===== src/rtl/data_memory_responder.sv =====
// rtl/data_memory_responder.sv - multi-cycle data-memory responder for the MEM-stage load/store port
// Accepts one request at a time, waits WAIT_CYCLES, performs the access and pulses a response.
module data_memory_responder #(
   parameter int DATA_WIDTH  = 32,
   parameter int ADDR_WIDTH  = 3,
   parameter int WAIT_CYCLES = 2
) (
   input  logic                  clk,
   input  logic                  reset,
   input  logic                  reqValid,
   input  logic                  reqWrite,
   input  logic [31:0]           reqAddr,
   input  logic [DATA_WIDTH-1:0] reqWriteData,
   output logic                  reqReady,
   output logic                  respValid,
   output logic [DATA_WIDTH-1:0] respReadData,
   output logic                  respError,
   output logic                  busy
);

   localparam int DEPTH = 2 ** ADDR_WIDTH;
   localparam int CW    = (WAIT_CYCLES < 2) ? 1 : $clog2(WAIT_CYCLES + 1);

   typedef enum logic [1:0] {
      S_IDLE,
      S_WAIT,
      S_RESPOND
   } state_t;

   state_t                  state_q, state_d;
   logic [CW-1:0]           cnt_q, cnt_d;
   logic [31:0]             addr_q;
   logic                    wr_q;
   logic [DATA_WIDTH-1:0]   wdata_q;
   logic [DATA_WIDTH-1:0]   mem_q [DEPTH];
   logic [DATA_WIDTH-1:0]   rdata_q;
   logic                    err_q;

   logic                    cap_en;
   logic                    access_en;
   logic [31:0]             acc_addr;
   logic                    acc_wr;
   logic [DATA_WIDTH-1:0]   acc_data;
   logic                    acc_in_range;
   logic [ADDR_WIDTH-1:0]   acc_idx;

   always_comb begin
      state_d   = state_q;
      cnt_d     = cnt_q;
      cap_en    = 1'b0;
      access_en = 1'b0;
      case (state_q)
         S_IDLE: begin
            if (reqValid) begin
               cap_en = 1'b1;
               cnt_d  = CW'(WAIT_CYCLES);
               if (WAIT_CYCLES == 0) begin
                  state_d   = S_RESPOND;
                  access_en = 1'b1;
               end else begin
                  state_d = S_WAIT;
               end
            end
         end
         S_WAIT: begin
            cnt_d = cnt_q - CW'(1);
            if (cnt_q == CW'(1)) begin
               state_d   = S_RESPOND;
               access_en = 1'b1;
            end
         end
         S_RESPOND: state_d = S_IDLE;
         default:   state_d = S_IDLE;
      endcase
   end

   // With zero wait the access happens on the acceptance edge, so it must use the live request.
   always_comb begin
      acc_addr = addr_q;
      acc_wr   = wr_q;
      acc_data = wdata_q;
      if (state_q == S_IDLE) begin
         acc_addr = reqAddr;
         acc_wr   = reqWrite;
         acc_data = reqWriteData;
      end
   end

   assign acc_in_range = (acc_addr[31:ADDR_WIDTH] == '0);
   assign acc_idx      = acc_addr[ADDR_WIDTH-1:0];

   always_ff @(posedge clk) begin
      if (reset) begin
         state_q <= S_IDLE;
         cnt_q   <= '0;
         addr_q  <= '0;
         wr_q    <= 1'b0;
         wdata_q <= '0;
         rdata_q <= '0;
         err_q   <= 1'b0;
         for (int i = 0; i < DEPTH; i++) begin
            mem_q[i] <= DATA_WIDTH'(i);
         end
      end else begin
         state_q <= state_d;
         cnt_q   <= cnt_d;
         if (cap_en) begin
            addr_q  <= reqAddr;
            wr_q    <= reqWrite;
            wdata_q <= reqWriteData;
         end
         if (access_en) begin
            err_q <= !acc_in_range;
            if (!acc_in_range) begin
               rdata_q <= '0;
            end else if (acc_wr) begin
               mem_q[acc_idx] <= acc_data;
               rdata_q        <= '0;
            end else begin
               rdata_q <= mem_q[acc_idx];
            end
         end
      end
   end

   assign reqReady     = (state_q == S_IDLE);
   assign busy         = !reqReady;
   assign respValid    = (state_q == S_RESPOND);
   assign respReadData = rdata_q;
   assign respError    = err_q;

endmodule


===== config.mk =====
export PLATFORM = sky130hd
export DESIGN_NAME = data_memory_responder
export DESIGN_NICKNAME = d
export VERILOG_FILES = /design/src/rtl/data_memory_responder.sv
export SDC_FILE = /design/constraint.sdc
export NUM_CORES = 1
export LEC_CHECK = 0
export CAP_MARGIN = 20
export CELL_PAD_IN_SITES_DETAIL_PLACEMENT = 0
export CELL_PAD_IN_SITES_GLOBAL_PLACEMENT = 1
export CORE_MARGIN = 2
export CORE_UTILIZATION = 45
export CTS_BUF_LIST = sky130_fd_sc_hd__clkbuf_8
export DETAILED_ROUTE_END_ITERATION = 6
export PLACE_DENSITY_LB_ADDON = 0.1
export SYNTH_ARGS = -nofsm -noshare
export SYNTH_HDL_FRONTEND = slang
export SYNTH_SLANG_ARGS = --single-unit
export TNS_END_PERCENT = 30

===== constraint.sdc =====
create_clock -name clk -period 3.9 [get_ports clk]
set_input_delay 0.78 -clock clk [delete_from_list [all_inputs] [get_ports clk]]
set_output_delay 0.78 -clock clk [all_outputs]
set_load 0.03 [all_outputs]

# --- Word-level counts from Yosys, hierarchy flattened ---
# Memory sizes are Yosys's and may differ from the RTL's.
# Cells that the tools add are included.
word_totals:
  n_memories: 1
  output_inout_bits: 36
  input_bits: 68
  ram_bits: 256
  register_bits: 102
  latchBits: 0
  word_cells: 46
  rom_bits: 0
mem_list:
  columns: ["name", "depth", "width", "rd", "rd_clocked_by_memory_dff", "wr", "line", "source"]
  rows:
  - ["mem_q", 8, 32, 1, 0, 8, "35", "logic [DATA_WIDTH-1:0] mem_q [DEPTH];"]
op_classes:
  mul: 0
  order_cmp: 0
  n_addsub: 1
  n_reduce_logical: 8
  muxes: 24
  shifts: 0
  n_div: 0
  n_eq_ne: 5
  n_bitwise: 0
op_table:
  columns: ["op", "count"]
  rows:
  - ["$mux W32", 5]
  - ["$reduce_or A32 Y1", 1]
  - ["$logic_not A29 Y1", 1]
  - ["$mux W1", 13]
  - ["$pmux W2 S2", 2]
  - ["$mux W2", 3]
  - ["$eq A2 B1 Y1 const B", 2]
  - ["$ne A2 B2 Y1 const B", 2]
  - ["$reduce_and A2 Y1", 2]
  - ["$mux W3", 1]
  - ["$eq A2 B2 Y1 const B", 1]
  - ["$logic_not A1 Y1", 2]
  - ["$logic_not A2 Y1", 1]
  - ["$reduce_bool A2 Y1", 1]
  - ["$sub A2 B1 Y2 const B", 1]

# --- Longest topological paths before layout ---
# Gate-level depths: netlist of run 1.
depth:
  depth_word: 9
  mapped_depth: 10
  mapped_depth_nobuf: 6

# --- Least setup slack after synthesis of run 1 ---
# Ideal clock, no wire load.
synth_path:
  path_kind: "input port to flip-flop"
  startpoint: "in reqAddr[1]"
  endpoint: "mem mem_q[0][0], enable pin"
  path_stages: 5
  slack_ns: 0.965
  n_path_buf: 0
  t_arrival_ns: 2.541
  t_required_ns: 3.506
  setup_time_ns: 0.394
  cell_sequence: "or4_1 > o31a_1 > nor2_1 > o2111ai_1 > nand2b_1"
synth_lines:
  columns: ["item", "line", "source"]
  rows:
  - ["start, declared", "12", "input logic [31:0] reqAddr,"]
  - ["end, declared", "35", null]

# --- Worst setup path in the final report of run 1 ---
layout_path:
  startpoint: "reg state_q[1]"
  endpoint: "out reqReady"
layout_between:
  elab_chain_len: 1
layout_rtl:
  columns: ["item", "line", "source"]
  rows:
  - ["start, declared", "30", "state_t state_q, state_d;"]
  - ["start signal, assigned", "105", "state_q <= state_d;"]
  - ["$logic_not A2 Y1", "126", "assign reqReady = (state_q == S_IDLE);"]
  - ["end, declared", "14", "output logic reqReady,"]
# Every way passes these cells.

==> reports/qor.txt, run 1 <==
area grow syn2layout - 18.5%
initial core utilization - 45.8%
Synth area leader - edfxtp_1
final worst path period need - 3460 ps
GP Congestion - 0.764
FMAX - 289 MHz
worst hold path cell count - 2
Hold Path End - wdata_q[7]
final net count - 1499
Post-CTS Resized - 0
Max VDD drop - 0.000275 V
Worst Tran Pin Value - 1040 ps
clock tree sinks - 358
total grt overflow - 0
static leakage - 6.41 nW
dpl ws - 629 ps
final hold vios - 0
core area - 32700 um2
endpoints failing setup - 0
startpoint class of the critical path - flop
Crit Path Max Fanout - 18
Pre-antenna DRT Iters - 5
Mapped Nets - 1387
final period utilization - 88.7%
vias in the first global route - 10.6k
DRT antenna net count - 0
largest net degree at the start of global routing - 65
Rows - 66
switch share - 26.2%
drt via density - 5.58
total power - 0.00818 W
critical path's top delay family - buffers and inverters
# hold bufs at CTS - 0
io pins - 104
DRC Markers - 0
CP max stage cell - clkdlybuf4s50_1
Synth top area share - 51.3%
initial antenna violation count - 0
die height - 187 um
Buffers & Inverters on Critical Path - 3
die width - 187 um
top cells by area, synth - edfxtp_1 (51%), dfxtp_1 (14%), nor2_1 (6.4%), nand2_1 (5.8%), o41ai_2 (3.3%)
dominant synthesized flop cell - edfxtp_1
final wirelength - 40.6 mm
First DRT Iteration DRCs - 864
root buffer cell - clkbuf_8
FF-to-FF End - respReadData[7]
Rel. slew slack - 28.9%
number of I/O port buffers - 103
Comb pwr share - 10.8%
R2R depth - 6
Clock transition at path regs - 60 ps
Post-Syn Area per Cell - 11.4 um2
Die Area - 34800 um2
HP Class - reg -> reg
Synth Warn # - 0
# diodes - 0
CP arrival - 2680 ps
TritonCTS Buffers - 59
clock buffer depth - 3
Layout Utilization - 54.3%
CTS tree - yes
Post-Syn Area - 15000 um2
area of the multi-input gates - 4860 um2
FF+latch area - 9730 um2
Wirelength per Cell - 21.1 um
flops & latches, synth - 358
hold wc startpoint - wdata_q[7]
post-synth cell types - 47
# H-tree levels - 2
sequential element share of the synthesized area - 64.9%
share of cells above drive strength 1 - 12.2%
Final TNS setup - 0 ps
postcts setup bufs - 0
max-cap violations - 0
Critical R2R Launch - state_q[1]
cell area power density - 460 nW/um2
clock share of power - 37.3%
register-to-register setup slack - 930 ps
Post-synth EDFFs - 256
Clock Skew - 37.0 ps
Int Pwr - 0.00604 W
fin area - 17800 um2
Mapped Cells - 1318
Via Count - 10.7k
dpl hpwl - 24.3 mm
RSZ-0062 raised after global routing - false
Filler Cell Count - 2934
CP peak stage delay - 740 ps
worst setup margin - 440 ps
Post-synth ARST share - 0%
CP cell instances - or2_1 -> inv_4 -> buf_4 -> clkdlybuf4s50_1
CP Data Required Time - 3120 ps
Tot GR Track Use - 23.3%
CP Class - reg -> out
P_sw - 0.00214 W
Final Max Slew Viols - 0
placed inst area - 16700 um2
status - completed
Reg power frac - 51.9%
crit end category - output port
first-pass GRT wire length - 62.9 mm
worst-skew pair later-pin latency - 600 ps
sequential cells by signal, indices dropped and copies added (netlist names):
name,count
mem_q,256
addr_q,32
respReadData,32
wdata_q,32
cnt_q,2
state_q,2
respError,1
wr_q,1
per-stage QoR:
step	hold WS, ps	instances
2_1_floorplan	434	1318
3_3_place_gp	441	1810
3_5_place_dp	446	1810
4_1_cts	454	1922
5_1_grt	468	1923
6_report	453	1923
Yosys cell counts, types with 2 or more instances:
cell,n
clkbuf_1,41
a31oi_4,2
nor4b_1,2
buf_2,49
a32o_1,13
inv_1,6
nor2_1,256
o21a_1,19
a21oi_1,68
and2_1,14
nor3_1,3
mux2i_1,33
o2111ai_1,8
edfxtp_1,256
nor2_2,2
buf_4,6
o41ai_2,30
dfxtp_1,102
nor4_1,13
nand2_1,230
and3_1,19
o32ai_1,13
nor2b_1,2
o22ai_1,51
o221ai_1,19
nand2b_1,22
buf_6,3
nand4_1,3
o41ai_1,2
a211oi_1,14
metal layers:
layer,wire length [um],GRT usage (%)
met1,19000,33.9
met2,18400,36.9
met3,2500,3.55
met4,692,5.89
met5,0,0
placed cells by master (no fill, tap or decap), drive strengths merged, types with 2 or more instances in the layout:
master	n
nand4	3
o2111ai	8
o41ai	32
nand2b	22
a32o	13
nor4b	2
o221ai	19
nor2	258
nor3	4
buf	48
nand2	230
edfxtp	256
dfxtp	102
inv	26
clkdlybuf4s50	102
a31oi	3
o22ai	51
and3	19
a21oi	68
o21a	19
o32ai	13
nor4	13
clkinv	26
a211oi	14
mux2i	34
nor2b	2
or2	2
mux2	2
clkbuf	66
and2	14
power groups by stage:
stage               Sequential, W  Combinational (W)  Clock [W]
global route              0.00425           0.000957    0.00328
finish                    0.00424           0.000884    0.00305
CTS                       0.00424           0.000888    0.00310
floorplan                 0.00431           0.000529          0
global placement          0.00432           0.000879          0
detailed placement        0.00432           0.000886          0
layout make-up:
class	instances	share of cell area [%]
well taps	442	3.11
clock buffers	66	5.11
clock inverters	46	1.09
flip-flops and latches	358	54.8
inverters	7	0.162
repair buffers	150	8.39
multi-input cells	854	27.4
worst max-delay path by stage:
stage,to,cells after the start,start,slack [ps]
floorplan,mem_q[0][0],5,reqAddr[1],970
global placement,mem_q[5][30],8,reqAddr[11],640
detailed placement,respReadData[7],8,reqAddr[3],630
CTS,reqReady,4,state_q[1],390
global route,reqReady,4,state_q[1],310
finish,reqReady,4,state_q[1],440
worst min-delay path: stages (launching register included):
cell and delay [ps]:
dfxtp_1 310, nand2_1 50, a21oi_1 50
cells by family (layout without fill, tap and decap cells):
| group | Yosys count | in the layout | share of synthesized area, % |
|---|---|---|---|
| AOI/OAI and AO/OA | 244 | 244 | 13.2 |
| adders and majority gates | 1 | 1 | 0.0834 |
| buffers and inverters | 106 | 269 | 3.38 |
| DFF | 358 | 358 | 64.9 |
| muxes | 36 | 36 | 2.53 |
| and+or+nand+nor | 573 | 573 | 15.9 |
Note: power is estimated with default switching activity, not from simulation.
==> run 2, diff against run 1 <==
==> constraint.sdc (replaced) <==
create_clock -name clk -period 3.9 [get_ports clk]
set_input_delay 0.78 -clock clk [delete_from_list [all_inputs] [get_ports clk]]
set_output_delay 0.78 -clock clk [all_outputs]
set_load 0.05 [all_outputs]
==> run 2 against run 1 <==
Flip-flop and latch count stayed put. Critical path depth stayed put. Design area is 0.25% higher. Clock-buffer cell count is 2 higher. Clock power is 3% higher. Wire length is 2.2% lower. Final cell count is 0.16% higher. Sequential power hardly changed. First-iteration DRC count is 9.8% higher. Largest cell class unchanged. Highest routed layer unchanged.
==> reports/qor.txt, run 2 (synthesized netlist as in run 1, its figures left out) <==
CP Data Required Time - 3120 ps
max-cap violations - 0
Crit Path Max Fanout - 17
FMAX - 277 MHz
CTS tree - yes
worst-skew pair later-pin latency - 610 ps
Worst Tran Pin Value - 959 ps
GP Congestion - 0.770
Comb pwr share - 10.6%
GR Util met2 - 35.1%
# diodes - 0
hold wc startpoint - wdata_q[29]
total grt overflow - 0
status - completed
die height - 187 um
final hold vios - 0
CP peak stage delay - 880 ps
Final TNS setup - 0 ps
CP Class - reg -> out
Max VDD drop - 0.000294 V
DRT antenna net count - 0
met1 Use GR - 33.3%
# hold bufs at CTS - 0
DRC Markers - 0
HP Class - reg -> reg
Via Count - 10.7k
Wirelength per Cell - 20.6 um
Tot GR Track Use - 22.7%
Pre-antenna DRT Iters - 5
crit end category - output port
clock buffer depth - 3
dpl hpwl - 23.9 mm
RSZ-0062 raised after global routing - false
clock tree sinks - 358
TritonCTS Buffers - 60
placed inst area - 16700 um2
CP cell instances - or2_1 -> inv_4 -> buf_4 -> clkdlybuf4s50_1
Critical R2R Launch - state_q[1]
vias in the first global route - 10.5k
final net count - 1501
switch share - 25.7%
postcts setup bufs - 0
R2R depth - 7
Rows - 66
io pins - 104
# H-tree levels - 2
share of cells above drive strength 1 - 12.5%
Clock Skew - 25.1 ps
Largest register FFs - 256
area grow syn2layout - 18.8%
P_sw - 0.00213 W
initial core utilization - 45.8%
final period utilization - 92.6%
Post-CTS Resized - 0
first-pass GRT wire length - 61.4 mm
final worst path period need - 3610 ps
core area - 32700 um2
commonest non-fill, non-tap cells in the layout - nor2_1 (256), edfxtp_1 (256), nand2_1 (229), dfxtp_1 (102), clkdlybuf4s50_1 (102)
grt met3 use - 3.87%
cell area power density - 464 nW/um2
CP arrival - 2830 ps
Int Pwr - 0.00614 W
grt peak-use layer - met2
Layout Utilization - 54.5%
Final Max Slew Viols - 0
largest net degree at the start of global routing - 79
Reg power frac - 51.3%
Clock transition at path regs - 60 ps
initial antenna violation count - 0
Hold Path End - wdata_q[29]
Rel. slew slack - 34.2%
Filler Cell Count - 2892
startpoint class of the critical path - flop
number of I/O port buffers - 103
die width - 187 um
root buffer cell - clkbuf_8
fin area - 17800 um2
Top reg by flops - mem_q
register-to-register setup slack - 940 ps
CP max stage cell - clkdlybuf4s50_1
FF-to-FF End - mem_q[4][9]
Die Area - 34800 um2
worst hold path cell count - 2
final wirelength - 39.7 mm
clock share of power - 38.1%
final hold slack - 451 ps
static leakage - 6.44 nW
First DRT Iteration DRCs - 949
endpoints failing setup - 0
drt via density - 5.55
[run 2: cell count changes in the layout (fill, tap and decap cells not counted)]
cell and change:
buf_4 +2, clkbuf_8 +2, clkinv_2 +2, buf_12 -1, bufinv_16 +1, clkinv_1 -1
clkinv_4 -1, clkinvlp_4 +1, inv_1 -1, inv_6 -1
[run 2: layer usage]
layer / up-vias / share of wire (%)
met5: - / 0
met4: 0 / 1.7
met2: 330 / 45
li1: 5007 / -
met3: 58 / 5.9
met1: 5291 / 48
[run 2: critical path, delay by kind of cell, from the launching register on]
kind          cells  cell delay [ps]
buf+inv           3             1380
flops             1              410
simple gates      1              450
[run 2: power groups by stage]
stage | combinational, W | clock, W | sequential [W]
after CTS | 0.000882 | 0.00322 | 0.00424
after detailed placement | 0.000881 | 0 | 0.00432
final | 0.000880 | 0.00315 | 0.00424
after global placement | 0.000876 | 0 | 0.00432
after global routing | 0.000949 | 0.00339 | 0.00425
after floorplan | 0.000532 | 0 | 0.00431
[run 2: how the worst max path moves through the flow]
| stage | startpoint | to | slack, ps | depth (start not counted) |
|---|---|---|---|---|
| floorplan | reqAddr[1] | mem_q[0][0] | 970 | 5 |
| global placement | reqAddr[11] | mem_q[4][21] | 600 | 8 |
| detailed placement | reqAddr[11] | mem_q[4][30] | 660 | 8 |
| CTS | state_q[1] | reqReady | 240 | 4 |
| global route | state_q[1] | reqReady | 170 | 4 |
| finish | state_q[1] | reqReady | 290 | 4 |
[run 2: area by class of cell]
cell class	instances	area, um2	area share, %
clock inverters	46	216	1.22
multi-input cells	854	4860	27.3
well taps	442	553	3.10
clock buffers	68	936	5.25
flip-flops and latches	358	9730	54.6
repair buffers	151	1490	8.34
inverters	7	28.8	0.162
[run 2: stage by stage]
step	setup slack, ps	total power, W	cells
after detailed placement	662	0.00520	1812
after floorplan	965	0.00484	1318
after global placement	603	0.00519	1812
after CTS	243	0.00835	1926
after global routing	167	0.00859	1926
final	289	0.00827	1926
==> run 3, diff against run 2 <==
--- a/config.mk
+++ b/config.mk
@@ -9,7 +9,7 @@
 export CELL_PAD_IN_SITES_DETAIL_PLACEMENT = 0
 export CELL_PAD_IN_SITES_GLOBAL_PLACEMENT = 1
 export CORE_MARGIN = 2
-export CORE_UTILIZATION = 45
+export CORE_UTILIZATION = 49
 export CTS_BUF_LIST = sky130_fd_sc_hd__clkbuf_8
 export DETAILED_ROUTE_END_ITERATION = 6
 export PLACE_DENSITY_LB_ADDON = 0.1
==> run 3 against run 2 <==
Fmax is 3.5% higher. Sequential power hardly changed. Global-route usage is 2.4 points higher. Wire length is 0.79% lower. Die area is 8.0% lower. Critical path depth is 1 lower. Via count is 1.2% higher. Highest routed layer unchanged.
==> reports/qor.txt, run 3 (synthesized netlist as in run 1, its figures left out) <==
root buffer cell - clkbuf_8
FF-to-FF End - respReadData[26]
final wirelength - 39.4 mm
Reg power frac - 50.6%
# hold bufs at CTS - 0
share of cells above drive strength 1 - 13.3%
DRC Markers - 0
final hold vios - 0
GP Congestion - 0.808
Via Count - 10.8k
hold wc startpoint - wr_q
Rel. slew slack - 34.3%
Pre-antenna DRT Iters - 6
Crit Path Max Fanout - 20
Int Pwr - 0.00624 W
R2R depth - 6
CP Class - reg -> out
CP Data Required Time - 3120 ps
clock share of power - 38.9%
status - completed
max-cap violations - 0
total grt overflow - 0
vias in the first global route - 10.3k
initial antenna violation count - 0
Wirelength per Cell - 20.9 um
worst setup margin - 412 ps
largest net degree at the start of global routing - 79
startpoint class of the critical path - flop
# H-tree levels - 2
worst-skew pair later-pin latency - 620 ps
Layout Utilization - 58.7%
TritonCTS Buffers - 57
Comb pwr share - 10.6%
drt via density - 5.73
Clock transition at path regs - 60 ps
dpl ws - 569 ps
Hold Path End - wr_q
die height - 179 um
grt met3 use - 3.84%
fin area - 17800 um2
first-pass GRT wire length - 60.5 mm
Worst Tran Pin Value - 958 ps
met1 Use GR - 35.6%
Rows - 64
commonest non-fill, non-tap cells in the layout - nor2_1 (256), edfxtp_1 (256), nand2_1 (229), dfxtp_1 (102), clkdlybuf4s50_1 (102)
die width - 179 um
placed inst area - 16700 um2
final period utilization - 89.4%
# diodes - 0
postcts setup bufs - 0
worst hold path cell count - 2
io pins - 104
final net count - 1512
First DRT Iteration DRCs - 933
Die Area - 32000 um2
crit end category - output port
dpl hpwl - 24.1 mm
RSZ-0062 raised after global routing - false
CP arrival - 2710 ps
DRT antenna net count - 0
clock buffer depth - 3
Clock Skew - 31.9 ps
number of I/O port buffers - 103
Top reg by flops - mem_q
switch share - 25.6%
initial core utilization - 49.4%
Critical R2R Launch - state_q[1]
area of the multi-input gates - 4850 um2
cell area power density - 471 nW/um2
area grow syn2layout - 18.9%
HP Class - reg -> reg
clock tree sinks - 358
endpoints failing setup - 0
core area - 30300 um2
FF+latch area - 9730 um2
Max VDD drop - 0.000291 V
register-to-register setup slack - 630 ps
static leakage - 6.49 nW
P_sw - 0.00215 W
CTS tree - yes
Post-CTS Resized - 0
final worst path period need - 3490 ps
grt peak-use layer - met2
Tot GR Track Use - 25.0%
Filler Cell Count - 2544
GR Util met2 - 39.8%
Final Max Slew Viols - 0
Largest register FFs - 256
FMAX - 287 MHz
Final TNS setup - 0 ps
==> run 3: metal layers <==
metal | share of wire [%] | up-vias
met2 | 47 | 392
met1 | 44 | 5326
met3 | 6.6 | 74
met4 | 2.6 | 0
met5 | 0 | -
li1 | - | 5017
==> run 3: critical path: stages, from the launching register on <==
cell             delay [ps]
dfxtp_1                 410
or2_1                   440
inv_4                   360
clkdlybuf4s50_1         880
==> run 3: through the flow <==
stage / hold slack, ps / instances / total power, W
CTS: 455 / 1887 / 0.00845
global placement: 438 / 1780 / 0.00520
finish: 452 / 1887 / 0.00839
floorplan: 434 / 1318 / 0.00484
global route: 470 / 1887 / 0.00870
detailed placement: 438 / 1780 / 0.00521
==> run 3: how the worst max path moves through the flow <==
stage / from / endpoint / slack [ps] / cells after the start
5_1_grt: state_q[1] / reqReady / 310 / 3
3_5_place_dp: reqAddr[3] / mem_q[1][17] / 570 / 8
2_1_floorplan: reqAddr[1] / mem_q[0][0] / 970 / 5
6_report: state_q[1] / reqReady / 410 / 3
4_1_cts: state_q[1] / reqReady / 380 / 3
3_3_place_gp: reqAddr[11] / mem_q[1][17] / 560 / 8
==> run 3: cell type report <==
type,instances,share of cell area (%)
Clock inverter,45,1.72
Tap cell,396,2.78
Inverter,7,0.161
Multi-Input combinational cell,854,27.2
Timing Repair Buffer,165,8.72
Sequential cell,358,54.6
Clock buffer,62,4.79
==> run 3: power groups by stage <==
stage               sequential, W  clock, W  combinational [W]
global route              0.00425   0.00349           0.000959
CTS                       0.00424   0.00331           0.000896
floorplan                 0.00431         0           0.000532
global placement          0.00432         0           0.000888
finish                    0.00424   0.00326           0.000888
detailed placement        0.00432         0           0.000891
